--- src/rtl/adc_scan_ctrl.sv ---
// adc_scan_ctrl
//   Scan sequencer for the arm's 8-channel ADC front end. Each round is
//   started by a divided tick. It converts either every channel enabled in
//   ch_mask, in ascending order (auto), or the single encoder-selected channel
//   (manual). Results go into per-channel registers, which are read back
//   through a registered read port.
//
//   Optional build macro: ADC_SCAN_AVG_EN. When defined, every selected
//   channel is converted 4 times and the truncated mean is stored.
//
// Ports
//   clk, reset_n          clock, asynchronous active-low reset
//   enable                run scan rounds while high
//   manual, man_chan      manual mode and encoder channel (8..15 clamp to 7)
//   ch_mask               auto-scan channel enables
//   adc_start, adc_chan   conversion request pulse and its channel
//   adc_busy              driver busy (no start while high)
//   adc_done, adc_data    sample-valid pulse and sample
//   rd_chan               result read address
//   rd_data, rd_valid     registered result and valid flag for rd_chan
//   scan_done             one-cycle pulse when a round completes
//   timeout_err, clr_err  sticky conversion-timeout flag and its clear
//   fsm_state             current sequencer state, for observation
//
// Driver handshake: a request is accepted in the cycle where adc_start=1,
// and adc_start is only raised when adc_busy=0. After that, the sample is
// taken in the first cycle with adc_done=1. If adc_done does not come within
// TIMEOUT cycles, the conversion is abandoned.

module adc_scan_ctrl #(
   parameter int NUM_CH   = 8,
   parameter int DATA_W   = 12,
   parameter int SCAN_DIV = 1000,
   parameter int TIMEOUT  = 255
) (
   input  logic              clk,
   input  logic              reset_n,
   input  logic              enable,
   input  logic              manual,
   input  logic [3:0]        man_chan,
   input  logic [NUM_CH-1:0] ch_mask,
   output logic              adc_start,
   output logic [2:0]        adc_chan,
   input  logic              adc_busy,
   input  logic              adc_done,
   input  logic [DATA_W-1:0] adc_data,
   input  logic [2:0]        rd_chan,
   output logic [DATA_W-1:0] rd_data,
   output logic              rd_valid,
   output logic              scan_done,
   output logic              timeout_err,
   input  logic              clr_err,
   output logic [2:0]        fsm_state
);

   localparam int CNT_W = $clog2(SCAN_DIV);
   localparam int TO_W  = $clog2(TIMEOUT + 1);
   localparam logic [CNT_W-1:0] CNT_LAST = CNT_W'(SCAN_DIV - 1);
   localparam logic [TO_W-1:0]  TO_LAST  = TO_W'(TIMEOUT - 1);

   localparam logic [2:0] S_IDLE    = 3'd0;
   localparam logic [2:0] S_SELECT  = 3'd1;
   localparam logic [2:0] S_START   = 3'd2;
   localparam logic [2:0] S_CONVERT = 3'd3;
   localparam logic [2:0] S_DONE    = 3'd4;

   logic [2:0]        state;
   logic [CNT_W-1:0]  tick_cnt;
   logic              tick;
   logic [TO_W-1:0]   to_cnt;
   logic [3:0]        ptr;          // next channel to consider; 8 = none left
   logic              snap_manual;
   logic [NUM_CH-1:0] snap_mask;
   logic [2:0]        snap_chan;
   logic [DATA_W-1:0] res_mem [NUM_CH];
   logic [NUM_CH-1:0] res_valid;

   logic              pick_found;
   logic [2:0]        pick_chan;
   logic              conv_done;
   logic              conv_to;
   logic              wr_en;
   logic [DATA_W-1:0] wr_data;
   logic              chan_fin;

`ifdef ADC_SCAN_AVG_EN
   logic [DATA_W+1:0] acc;
   logic [1:0]        idx;
   logic [DATA_W+1:0] sum_next;
`endif

   assign fsm_state = state;
   assign adc_start = (state == S_START) && !adc_busy;
   assign scan_done = (state == S_DONE);

   // Round tick divider
   assign tick = enable && (tick_cnt == CNT_LAST);

   always_ff @(posedge clk or negedge reset_n) begin
      if (!reset_n)
         tick_cnt <= '0;
      else if (!enable || tick_cnt == CNT_LAST)
         tick_cnt <= '0;
      else
         tick_cnt <= tick_cnt + 1'b1;
   end

   // Channel pick. Manual rounds convert once (ptr is still 0). Auto rounds
   // take the lowest enabled channel at or above ptr. The loop runs downward,
   // so the last match it finds is the lowest one.
   always_comb begin
      pick_found = 1'b0;
      pick_chan  = '0;
      if (snap_manual) begin
         pick_found = (ptr == 4'd0);
         pick_chan  = snap_chan;
      end else begin
         for (int i = NUM_CH - 1; i >= 0; i--) begin
            if (snap_mask[i] && (4'(i) >= ptr)) begin
               pick_found = 1'b1;
               pick_chan  = 3'(i);
            end
         end
      end
   end

   // Conversion outcome. The done pulse wins over a timeout in the same cycle.
   assign conv_done = (state == S_CONVERT) && adc_done;
   assign conv_to   = (state == S_CONVERT) && !adc_done && (to_cnt == TO_LAST);

`ifdef ADC_SCAN_AVG_EN
   assign sum_next = acc + {2'b00, adc_data};
   assign wr_en    = conv_done && (idx == 2'd3);
   assign wr_data  = sum_next[DATA_W+1:2];
`else
   assign wr_en    = conv_done;
   assign wr_data  = adc_data;
`endif
   assign chan_fin = wr_en || conv_to;

   // Sequencer
   always_ff @(posedge clk or negedge reset_n) begin
      if (!reset_n) begin
         state       <= S_IDLE;
         ptr         <= '0;
         snap_manual <= 1'b0;
         snap_mask   <= '0;
         snap_chan   <= '0;
         adc_chan    <= '0;
         to_cnt      <= '0;
`ifdef ADC_SCAN_AVG_EN
         acc         <= '0;
         idx         <= '0;
`endif
      end else begin
         case (state)
            S_IDLE: begin
               if (tick) begin
                  snap_manual <= manual;
                  snap_mask   <= ch_mask;
                  snap_chan   <= man_chan[3] ? 3'd7 : man_chan[2:0];
                  ptr         <= '0;
                  state       <= S_SELECT;
               end
            end
            S_SELECT: begin
               // enable is only checked between conversions, so a running
               // conversion is never cut off.
               if (!enable) begin
                  state <= S_IDLE;
               end else if (!pick_found) begin
                  state <= S_DONE;
               end else begin
                  adc_chan <= pick_chan;
                  state    <= S_START;
`ifdef ADC_SCAN_AVG_EN
                  acc      <= '0;
                  idx      <= '0;
`endif
               end
            end
            S_START: begin
               if (!adc_busy) begin
                  to_cnt <= '0;
                  state  <= S_CONVERT;
               end
            end
            S_CONVERT: begin
               if (chan_fin) begin
                  ptr   <= {1'b0, adc_chan} + 4'd1;
                  state <= S_SELECT;
               end
`ifdef ADC_SCAN_AVG_EN
               else if (conv_done) begin
                  acc   <= sum_next;
                  idx   <= idx + 2'd1;
                  state <= S_START;
               end
`endif
               else begin
                  to_cnt <= to_cnt + 1'b1;
               end
            end
            S_DONE:  state <= S_IDLE;
            default: state <= S_IDLE;
         endcase
      end
   end

   // Result store, read port and error flag
   always_ff @(posedge clk or negedge reset_n) begin
      if (!reset_n) begin
         for (int i = 0; i < NUM_CH; i++) res_mem[i] <= '0;
         res_valid   <= '0;
         rd_data     <= '0;
         rd_valid    <= 1'b0;
         timeout_err <= 1'b0;
      end else begin
         if (wr_en) begin
            res_mem[adc_chan]   <= wr_data;
            res_valid[adc_chan] <= 1'b1;
         end else if (conv_to) begin
            res_valid[adc_chan] <= 1'b0;
         end

         // Bypass, so a result written this cycle shows up on the next one
         if (wr_en && rd_chan == adc_chan)
            rd_data <= wr_data;
         else
            rd_data <= res_mem[rd_chan];

         if (chan_fin && rd_chan == adc_chan)
            rd_valid <= wr_en;
         else
            rd_valid <= res_valid[rd_chan];

         if (conv_to)
            timeout_err <= 1'b1;
         else if (clr_err)
            timeout_err <= 1'b0;
      end
   end

endmodule

--- config.mk ---
export PLATFORM = sky130hd
export DESIGN_NAME = adc_scan_ctrl
export DESIGN_NICKNAME = d
export VERILOG_FILES = /design/src/rtl/adc_scan_ctrl.sv
export SDC_FILE = /design/constraint.sdc
export NUM_CORES = 1
export LEC_CHECK = 0
export CAP_MARGIN = 40
export CORE_MARGIN = 5
export CORE_UTILIZATION = 44
export CTS_BUF_LIST = sky130_fd_sc_hd__clkbuf_8
export CTS_CLUSTER_DIAMETER = 40
export DETAILED_ROUTE_END_ITERATION = 8
export DONT_BUFFER_PORTS = 1
export PLACE_DENSITY = 0.69
export SETUP_SLACK_MARGIN = 0.3
export SLEW_MARGIN = 25
export SYNTH_ARGS = -nofsm -noshare
export SYNTH_HDL_FRONTEND = slang
export SYNTH_SLANG_ARGS = --single-unit
--- constraint.sdc ---
create_clock -name clk -period 2.5 [get_ports clk]
set_clock_uncertainty 0.1 [all_clocks]
set_input_delay 0.25 -clock clk [delete_from_list [all_inputs] [get_ports clk]]
set_output_delay 0.25 -clock clk [all_outputs]
set_load 0.05 [all_outputs]
After elaboration in Yosys (flattened, before gate mapping)
Cells that the tools add are included.
{ "op_classes": {"add_sub_neg": 3, "magnitude_cmp": 14, "n_eq_ne": 11, "mux": 48, "bitwise_logic": 5, "n_reduce_logical": 33} }
{ "op_table": {"columns": ["operator", "count"], "rows": [
  ["96-bit bitwise mux", 1],
  ["12-bit 2-to-1 mux", 4],
  ["3-bit 2-to-1 mux", 15],
  ["12-bit binary-select mux with 3-bit select", 1],
  ["12-bit demux with 3-bit select", 1],
  ["8-bit 2-to-1 mux", 4],
  ["1-bit logical AND", 17],
  ["3-bit by 4-bit >= comparator with 1-bit output, first input constant", 4],
  ["8-bit case mux with 2 select lines", 1],
  ["1-bit 2-to-1 mux", 14],
  ["3-bit case mux with 4 select lines", 1],
  ["3-bit AND reduction", 4],
  ["10-bit by 1-bit adder with 10-bit output, second input constant", 1],
  ["10-bit equality test, second input constant", 1],
  ["10-bit 2-to-1 mux", 1],
  ["8-bit by 1-bit adder with 8-bit output, second input constant", 1],
  ["8-bit AND", 1],
  ["8-bit equality test, second input constant", 1],
  ["1-bit by 4-bit >= comparator with 1-bit output, first input constant", 2],
  ["2-bit by 4-bit >= comparator with 1-bit output, first input constant", 2],
  ["4-bit >= comparator, second input constant", 2],
  ["3-bit by 4-bit less-than comparator with 1-bit output, second input constant", 2],
  ["4-bit 2-to-1 mux", 2],
  ["2-bit != test, second input constant", 4],
  ["other kinds (19)", 27]
]} }
{ "totals": {"regBits": 158} }

Depth between registers and ports, before layout
Gate-level depths: netlist of the first run.
{ "depth": {"word_depth": 14, "ltp_mapped": 8} }

Worst setup path before layout of the first run
Ideal clock, no wire load.
{ "synth_path": {"kind": "flip-flop to flip-flop", "startpoint": "register state[0], in the netlist fsm_state[0]", "endpoint": "register to_cnt[0]", "t_arrival_ns": 2.338, "required_time_ns": 2.268, "slack_ns": -0.070, "path_stages_with_launch": 5, "path_buffers": 1, "period_less_slack_ns": 2.570, "path_cell_list": "dfrtp_1 buf_2 nor4b_2 or3_1 o21ai_0"} }
{ "synth_via": {"elab_chain_len": 6, "elab_cells_between_ends": 11, "classes_between": "4 x eq/ne; 1 x mux; 6 x reduce/logical"} }
{ "synth_lines": {"columns": ["element", "line_no", "source"], "rows": [
  ["start: declaration", "67", "logic [2:0] state;"],
  ["start signal: assignment", "144", "state <= S_IDLE;"],
  ["start signal: assignment", "163", "state <= S_SELECT;"],
  ["start signal: assignment", "170", "state <= S_IDLE;"],
  ["3-bit by 2-bit equality test with 1-bit output", "128, 129, 156", null],
  ["1-bit logical AND (2 in a row)", "129", "assign conv_to = (state == S_CONVERT) && !adc_done && (to_cnt == TO_LAST);"],
  ["1-bit logical OR", "139", "assign chan_fin = wr_en || conv_to;"],
  ["2-bit != test (no line)", null, null],
  ["3-bit AND reduction (no line)", null, null],
  ["end signal: assignment", "201", "to_cnt <= to_cnt + 1'b1;"],
  ["end: declaration", "70", "logic [TO_W-1:0] to_cnt;"]
]} }
Parallel ways exist; a longest one is shown, timed or not.
A chain may end at the register's enable or synchronous reset.

Worst setup path in the final report of the first run
{ "layout_path": {"startpoint": "register tick_cnt[0]", "endpoint": "register snap_mask[6]"} }
{ "layout_via": {"elab_chain_len": 3} }
{ "layout_lines": {"columns": ["element", "line_no", "source"], "rows": [
  ["start: declaration", "68", "logic [CNT_W-1:0] tick_cnt;"],
  ["start signal: assignment", "105", "tick_cnt <= tick_cnt + 1'b1;"],
  ["10-bit equality test", "97", "assign tick = enable && (tick_cnt == CNT_LAST);"],
  ["1-bit logical AND", "97", null],
  ["2-bit AND reduction (no line)", null, null],
  ["end signal: assignment", "160", "snap_mask <= ch_mask;"],
  ["end: declaration", "73", "logic [NUM_CH-1:0] snap_mask;"]
]} }
No other way between the ends.

==> flow_summary.toml, run 1 <==
[run_status]
status = "complete, but fails checks"
violated_checks = "negative hold slack"

[cts]
ctsLongestPathBuffers = 2
worst_skew_pair_latency_ns = 0.46
tritoncts_num_sinks = 158
cts-hold-fix-buffers = 37
clock_tree_from_tritoncts = "built"
htreeDepth = 4
clockRootBuffer = "clkbuf_8"
numCtsBuffers = 17
cts.clk_slew.worst_paths_ns = 0.10

[synthesis]
synth_fp_nets = 583
yosys_register_bits = 158
yosys_warns = 0
postSynth.asyncResetShare_pct = 100.0
synth_cell_types = 55
dominantRegCellSynth = "dfrtp_1"
post_synthesis_average_cell_area_um2 = 13.31
postSynthCellCount = 545
synth_seq_area_share_pct = 54.50
synthesis.area_um2 = 7254
synth-edff-count = 0

[global_routing]
grt_antenna_before_repair = 0
groute.layer.met2.usage_pct = 28.67
grt_max_degree = 159
grt_use_met1_pct = 22.04
groute.usage.overall_pct = 17.02
gr-max-usage-layer = "met2"
grt_first_pass_wirelength_mm = 26.49
vias_in_the_first_global_route = 5029
grt_overflow_total = 0
groute.layer.met3.usage_pct = 4.247

[timing]
rsz0062_at_grt = "no"
min_period_ns = 2.098
finalSetupViolations = 0
hold_slack_ns = -0.6158
maximum_achievable_frequency_mhz = 476.7
worstMarginPinSlew_ns = 0.7699
final_hold_viol_count = 158
setup_tns_ns = 0
timing.final.crit_share_pct = 83.90
slew_headroom_pct = 48.67
final-max-slew-violation-count = 0

[worst_setup_path]
crit_fanout = 17
critical-path-top-delay-family = "simple AND/OR/NAND/NOR gates"
crit-reg2reg-launch = "tick_cnt[0]"
worst-path-buf-inv = 1
worst_setup_path_category = "register to register"
endpoint_kind = "register"
worstPathCellList = "ha_1, nand4b_1, or3_4, nor4_4, buf_6, mux2_2"
wp_data_arrival_ns = 2.34
timing.critical_path.from = "tick_cnt[0]"
cpPeakStageDelay_ns = 0.38
kind_of_start_point_of_the_critical_path = "register"
cpMaxStageDelayCell = "or3_4"
required_time_of_the_critical_path_ns = 2.74

[final_layout]
fillers = 1390
final_common_cell = "dfrtp_1"
final-instance-count-excl-fill = 830
diodes = 0
syn2layout_area_growth_pct = 15.63
drive_above_1_share_pct = 34.26
final_nets = 635
post-route-cell-area_um2 = 8388
layout_common_cells = "dfrtp_1, mux2_2, dlygate4sd3_1, o21ai_0, nand2_1"

[drt]
ant_nets = 0
wire_per_inst_um = 18.82
drt_pass1_iterations = 4
route.detailed.drc = 0
avgViaCountPerCell = 5.540
finalWirelength_mm = 15.62
routed-via-count = 4598
detail_route.iter0.violations = 235

[floorplan]
fp.dieW_um = 138.4
fp.dieArea_um2 = 19160
core.rowCount = 47
die_height_um = 138.4
core_area_um2 = 16410
io_pins = 56
initial_standard_cell_utilization_of_the_core_pct = 44.22

[placed_design]
dp.final_hpwl_mm = 9.698
post-place-cells = 758
post_dp_cell_area_um2 = 7600
buffer_ports.inserted = 0
gp_routability_congestion = 0.8489

[pwr]
cellPowerDensity_nw_per_um2 = 827.2
fin_total_pwr_w = 0.006938
ir_drop_v = 0.0004315
cellLeakagePower_nw = 3.881

[worst_hold_path]
timing.hold.worst.class = "primary input to async pin"

[job]
drv.max_cap_violation_count = 0
per-stage QoR:
stage          setup slack, ns  utilization (%)
2_1_floorplan           0.2575                -
3_3_place_gp            0.4044            46.29
3_5_place_dp            0.3661            46.32
4_1_cts                 0.3086            50.89
5_1_grt                 0.3205            51.12
6_report                0.4024            51.12
kinds of logic (layout without fill, tap and decap cells):
group	after synthesis	in the layout	share of synthesized area [%]
compound gates	67	67	5.398
xor+xnor	14	14	1.690
fa+ha+maj	4	4	0.6899
buf+inv	37	102	2.242
flops	158	158	54.50
mux	145	145	26.39
simple gates	120	120	9.089
cell usage after synthesis (2+ instances only):
library cell,instances,area [µm²]
o21a_1,3,22.52
nand4_1,3,18.77
dfrtp_1,158,3954
and3_2,2,15.01
or4_1,2,15.01
buf_2,10,50.05
o211ai_1,2,15.01
mux2i_1,12,120.1
and3_1,5,31.28
xor2_1,4,35.03
a21o_1,2,15.01
nor2b_1,3,18.77
nor2_1,28,105.1
or3_1,5,31.28
nand3_1,11,55.05
a21oi_1,12,60.06
inv_1,9,33.78
nand2b_1,8,50.05
xnor2_1,10,87.58
clkbuf_1,15,56.30
nor3_1,4,20.02
ha_1,4,50.05
nand3b_1,4,30.03
o21ai_0,35,175.2
o41ai_1,4,35.03
nand2_1,30,112.6
a31oi_1,2,12.51
mux2_2,106,1194
mux4_2,26,585.6
power by group:
part / internal [W] / switching, W
Sequential: 0.00308 / 0.000571
Combinational: 0.000816 / 0.000691
Clock: 0.000750 / 0.00103
worst register-to-register path: stages, from the launching register on:
cell	delay, ns
dfrtp_1	0.37
ha_1	0.21
nand4b_1	0.11
or3_4	0.38
nor4_4	0.23
buf_6	0.22
mux2_2	0.36
final cells by class:
cell class                      count  area [µm²]  area share (%)
Inverter                            9       33.78          0.4027
Tap cell                          220       275.3           3.282
Multi-Input combinational cell    350        3182           37.93
Timing Repair Buffer               61       566.8           6.757
Clock inverter                     14       123.9           1.477
Clock buffer                       18       247.7           2.953
Sequential cell                   158        3959           47.20
final timing paths:
check / endpoint / slack, ns / cells past startpoint
max: snap_mask[6] / 0.40 / 6
min: res_mem[85] / -0.62 / 0
max reg2reg: snap_mask[6] / 0.40 / 6
min reg2reg: tick_cnt[0] / 0.36 / 1
max in group asynchronous: fsm_state[2] / 2.75 / 0
min in group clk: register / 0.03 / 2
metal layers:
layer | vias up | wire [µm] | part of all wire (%)
li1 | 2097 | - | -
met4 | 0 | 197 | 1.3
met3 | 21 | 545 | 3.5
met2 | 76 | 8019 | 51
met5 | - | 0 | 0
met1 | 2404 | 6857 | 44
sequential cells by signal (all words and copies together), names as in the netlist, 3 cells and up, named ones only:
name and count:
tick_cnt 10, snap_mask 8, rd_data 12, to_cnt 8
adc_chan 3, snap_chan 3, res_mem 96, ptr 4
fsm_state 3
repair_timing:
action,CTS,global route
hold endpoints to repair,294,158
setup buffers,1,2
gates resized for setup,0,6
setup endpoints to repair,1,38
cloned,0,0
pin swaps,1,0
No activity file was read; power rests on OpenSTA's default activity.
==> run 2, diff against run 1 <==
- PLACE_DENSITY: 0.69 -> 0.71
- clock period: 2.5 -> 1.8 ns (I/O delays scaled with it)
==> flow_summary.toml, run 2 (same netlist as run 1, synthesis figures left out) <==
[run_status]
status = "complete, but fails checks"
violated_checks = "negative hold slack, negative setup slack"

[worst_setup_path]
wp_data_arrival_ns = 2.26
crit_fanout = 7
timing.critical_path.depth = 7
worst_r2r_path_depth = 7
kind_of_start_point_of_the_critical_path = "register"
cp_common_cell = "buf_6"
critical-path-top-delay-family = "simple AND/OR/NAND/NOR gates"
worstPathCellList = "and3b_2, nand2_4, buf_6, nor4_4, buf_6, buf_12, mux2_4"
worst_setup_path_category = "register to register"
cpMaxStageDelayCell = "dfrtp_2"
required_time_of_the_critical_path_ns = 2.06
cpPeakStageDelay_ns = 0.45
worst-path-buf-inv = 3
endpoint_kind = "register"

[pwr]
cellLeakagePower_nw = 4.734
comb_power_share_pct = 31.7
p_int_w = 0.007609
p_seq_share_pct = 44.7
ir_drop_v = 0.0005254
power.share.switching_pct = 34.05
power.share.clock_pct = 23.6
switch_pwr_w = 0.003929
cellPowerDensity_nw_per_um2 = 1132

[final_layout]
layout_common_cells = "dfrtp_1, mux2_4, buf_4, buf_6, dlygate4sd3_1"
drive_above_1_share_pct = 52.76
largest_register_ffs = 96
diodes = 0
largest_registers = "res_mem (96), rd_data (12), tick_cnt (10)"
max_flop_register = "res_mem"
fin_util_pct = 62.14
final_common_cell = "dfrtp_1"
fillers = 1067
syn2layout_area_growth_pct = 40.55
seq_area_um2 = 3964
final_nets = 713
area_of_the_multi_input_gates_um2 = 4028

[placed_design]
buffer_ports.inserted = 0
dp.final_hpwl_mm = 10.18
gp_routability_congestion = 0.9013

[cts]
tritoncts_num_sinks = 158
numCtsBuffers = 17
ctsLongestPathBuffers = 2
cts.clk_slew.worst_paths_ns = 0.09
worst_skew_pair_latency_ns = 0.47
cts-hold-fix-buffers = 36
clock_tree_from_tritoncts = "built"
htreeDepth = 4
clockRootBuffer = "clkbuf_8"

[drt]
route.detailed.drc = 0
wire_per_inst_um = 23.84
drt_pass1_iterations = 7
avgViaCountPerCell = 5.896
routed-via-count = 5354
detail_route.iter0.violations = 567
finalWirelength_mm = 21.64
ant_nets = 0

[timing]
setup_tns_ns = -17.33
slew_headroom_pct = 39.44
timing.final.ws_setup_ns = -0.2027
final_hold_viol_count = 159
min_period_ns = 2.003
rsz0062_at_grt = "yes"
hold_slack_ns = -0.7020
worstMarginPinSlew_ns = 0.9084
finalSetupViolations = 141
final-max-slew-violation-count = 0
timing.final.crit_share_pct = 111.3
maximum_achievable_frequency_mhz = 499.3

[global_routing]
grt_antenna_before_repair = 0
vias_in_the_first_global_route = 5638
grt_first_pass_wirelength_mm = 31.79
grt_max_degree = 159
grt_overflow_total = 0
groute.usage.overall_pct = 21.17

[floorplan]
core.rowCount = 47
io_pins = 56
fp.dieW_um = 138.4
fp.dieArea_um2 = 19160
die_height_um = 138.4
core_area_um2 = 16410
initial_standard_cell_utilization_of_the_core_pct = 44.22

[worst_hold_path]
timing.hold.worst.class = "primary input to async pin"

[job]
drv.max_cap_violation_count = 0
==> run 2: changes by cell type in the layout (fill, tap and decap cells not counted), moves of 7 or more <==
cell / previous run / this run
nand2_1: 29 / 18
buf_12: 1 / 11
nor2_1: 28 / 21
mux2_4: 1 / 88
buf_6: 1 / 37
o21ai_1: 2 / 11
buf_8: 0 / 7
buf_4: 21 / 46
nand2_2: 1 / 8
o21ai_0: 34 / 7
mux2_2: 106 / 19
o21ai_2: 0 / 16
nor2_4: 0 / 7
==> run 2: layout make-up <==
type                            instances  area share (%)
Inverter                                9          0.3313
Clock inverter                         13           1.387
Clock buffer                           19           2.565
Tap cell                              220           2.700
Timing Repair Buffer                  138           14.64
Sequential cell                       158           38.88
Multi-Input combinational cell        351           39.50
==> run 2: routing by layer <==
| metal | vias to the layer above | GRT usage, % | part of all wire [%] |
|---|---|---|---|
| li1 | 2262 | - | - |
| met1 | 2815 | 25.34 | 39 |
| met2 | 194 | 36.95 | 52 |
| met3 | 83 | 4.075 | 4.5 |
| met4 | 0 | 9.880 | 4.2 |
| met5 | - | 0 | 0 |
==> run 2: metrics by stage <==
step | power [W] | setup WS, ns | area [µm²] | cells | hold slack, ns
finish | 0.01154 | -0.2027 | 10200 | 908 | -0.7020
global route | 0.01196 | -0.2732 | 10200 | 908 | -0.7272
CTS | 0.01104 | -0.1628 | 9867 | 895 | -0.7197
detailed placement | 0.007304 | -0.2262 | 7979 | 796 | -0.2121
global placement | 0.007155 | -0.1718 | 7979 | 796 | -0.2111
floorplan | 0.006694 | -0.3804 | 7416 | 545 | -0.2156
==> run 2: worst paths after layout <==
kind | start | end | slack (ns)
worst max-delay path | fsm_state[2] | res_mem[84] | -0.20
worst min-delay path | reset_n | snap_mask[5] | -0.70
worst max register to register | fsm_state[2] | res_mem[84] | -0.20
worst min register to register | res_mem[39] | res_mem[39] | 0.41
max in group asynchronous | reset_n | fsm_state[0] | 1.97
min in group clk | ch_mask[7] | snap_mask[7] | -0.23
==> run 2: what timing repair did <==
item | CTS | global route
endpoints found under the setup margin | 157 | 161
endpoints found under the hold margin | 297 | 159
resized for setup | 233 | 43
pin swaps | 45 | 22
setup buffers | 26 | 12
cloned | 5 | 1
==> run 2: power by group through the flow <==
stage	clock (W)	combinational (W)	sequential [W]
after detailed placement	0	0.00224	0.00507
after CTS	0.00273	0.00328	0.00504
after floorplan	0	0.00162	0.00508
after global routing	0.00290	0.00384	0.00522
final	0.00272	0.00365	0.00516
after global placement	0	0.00215	0.00501
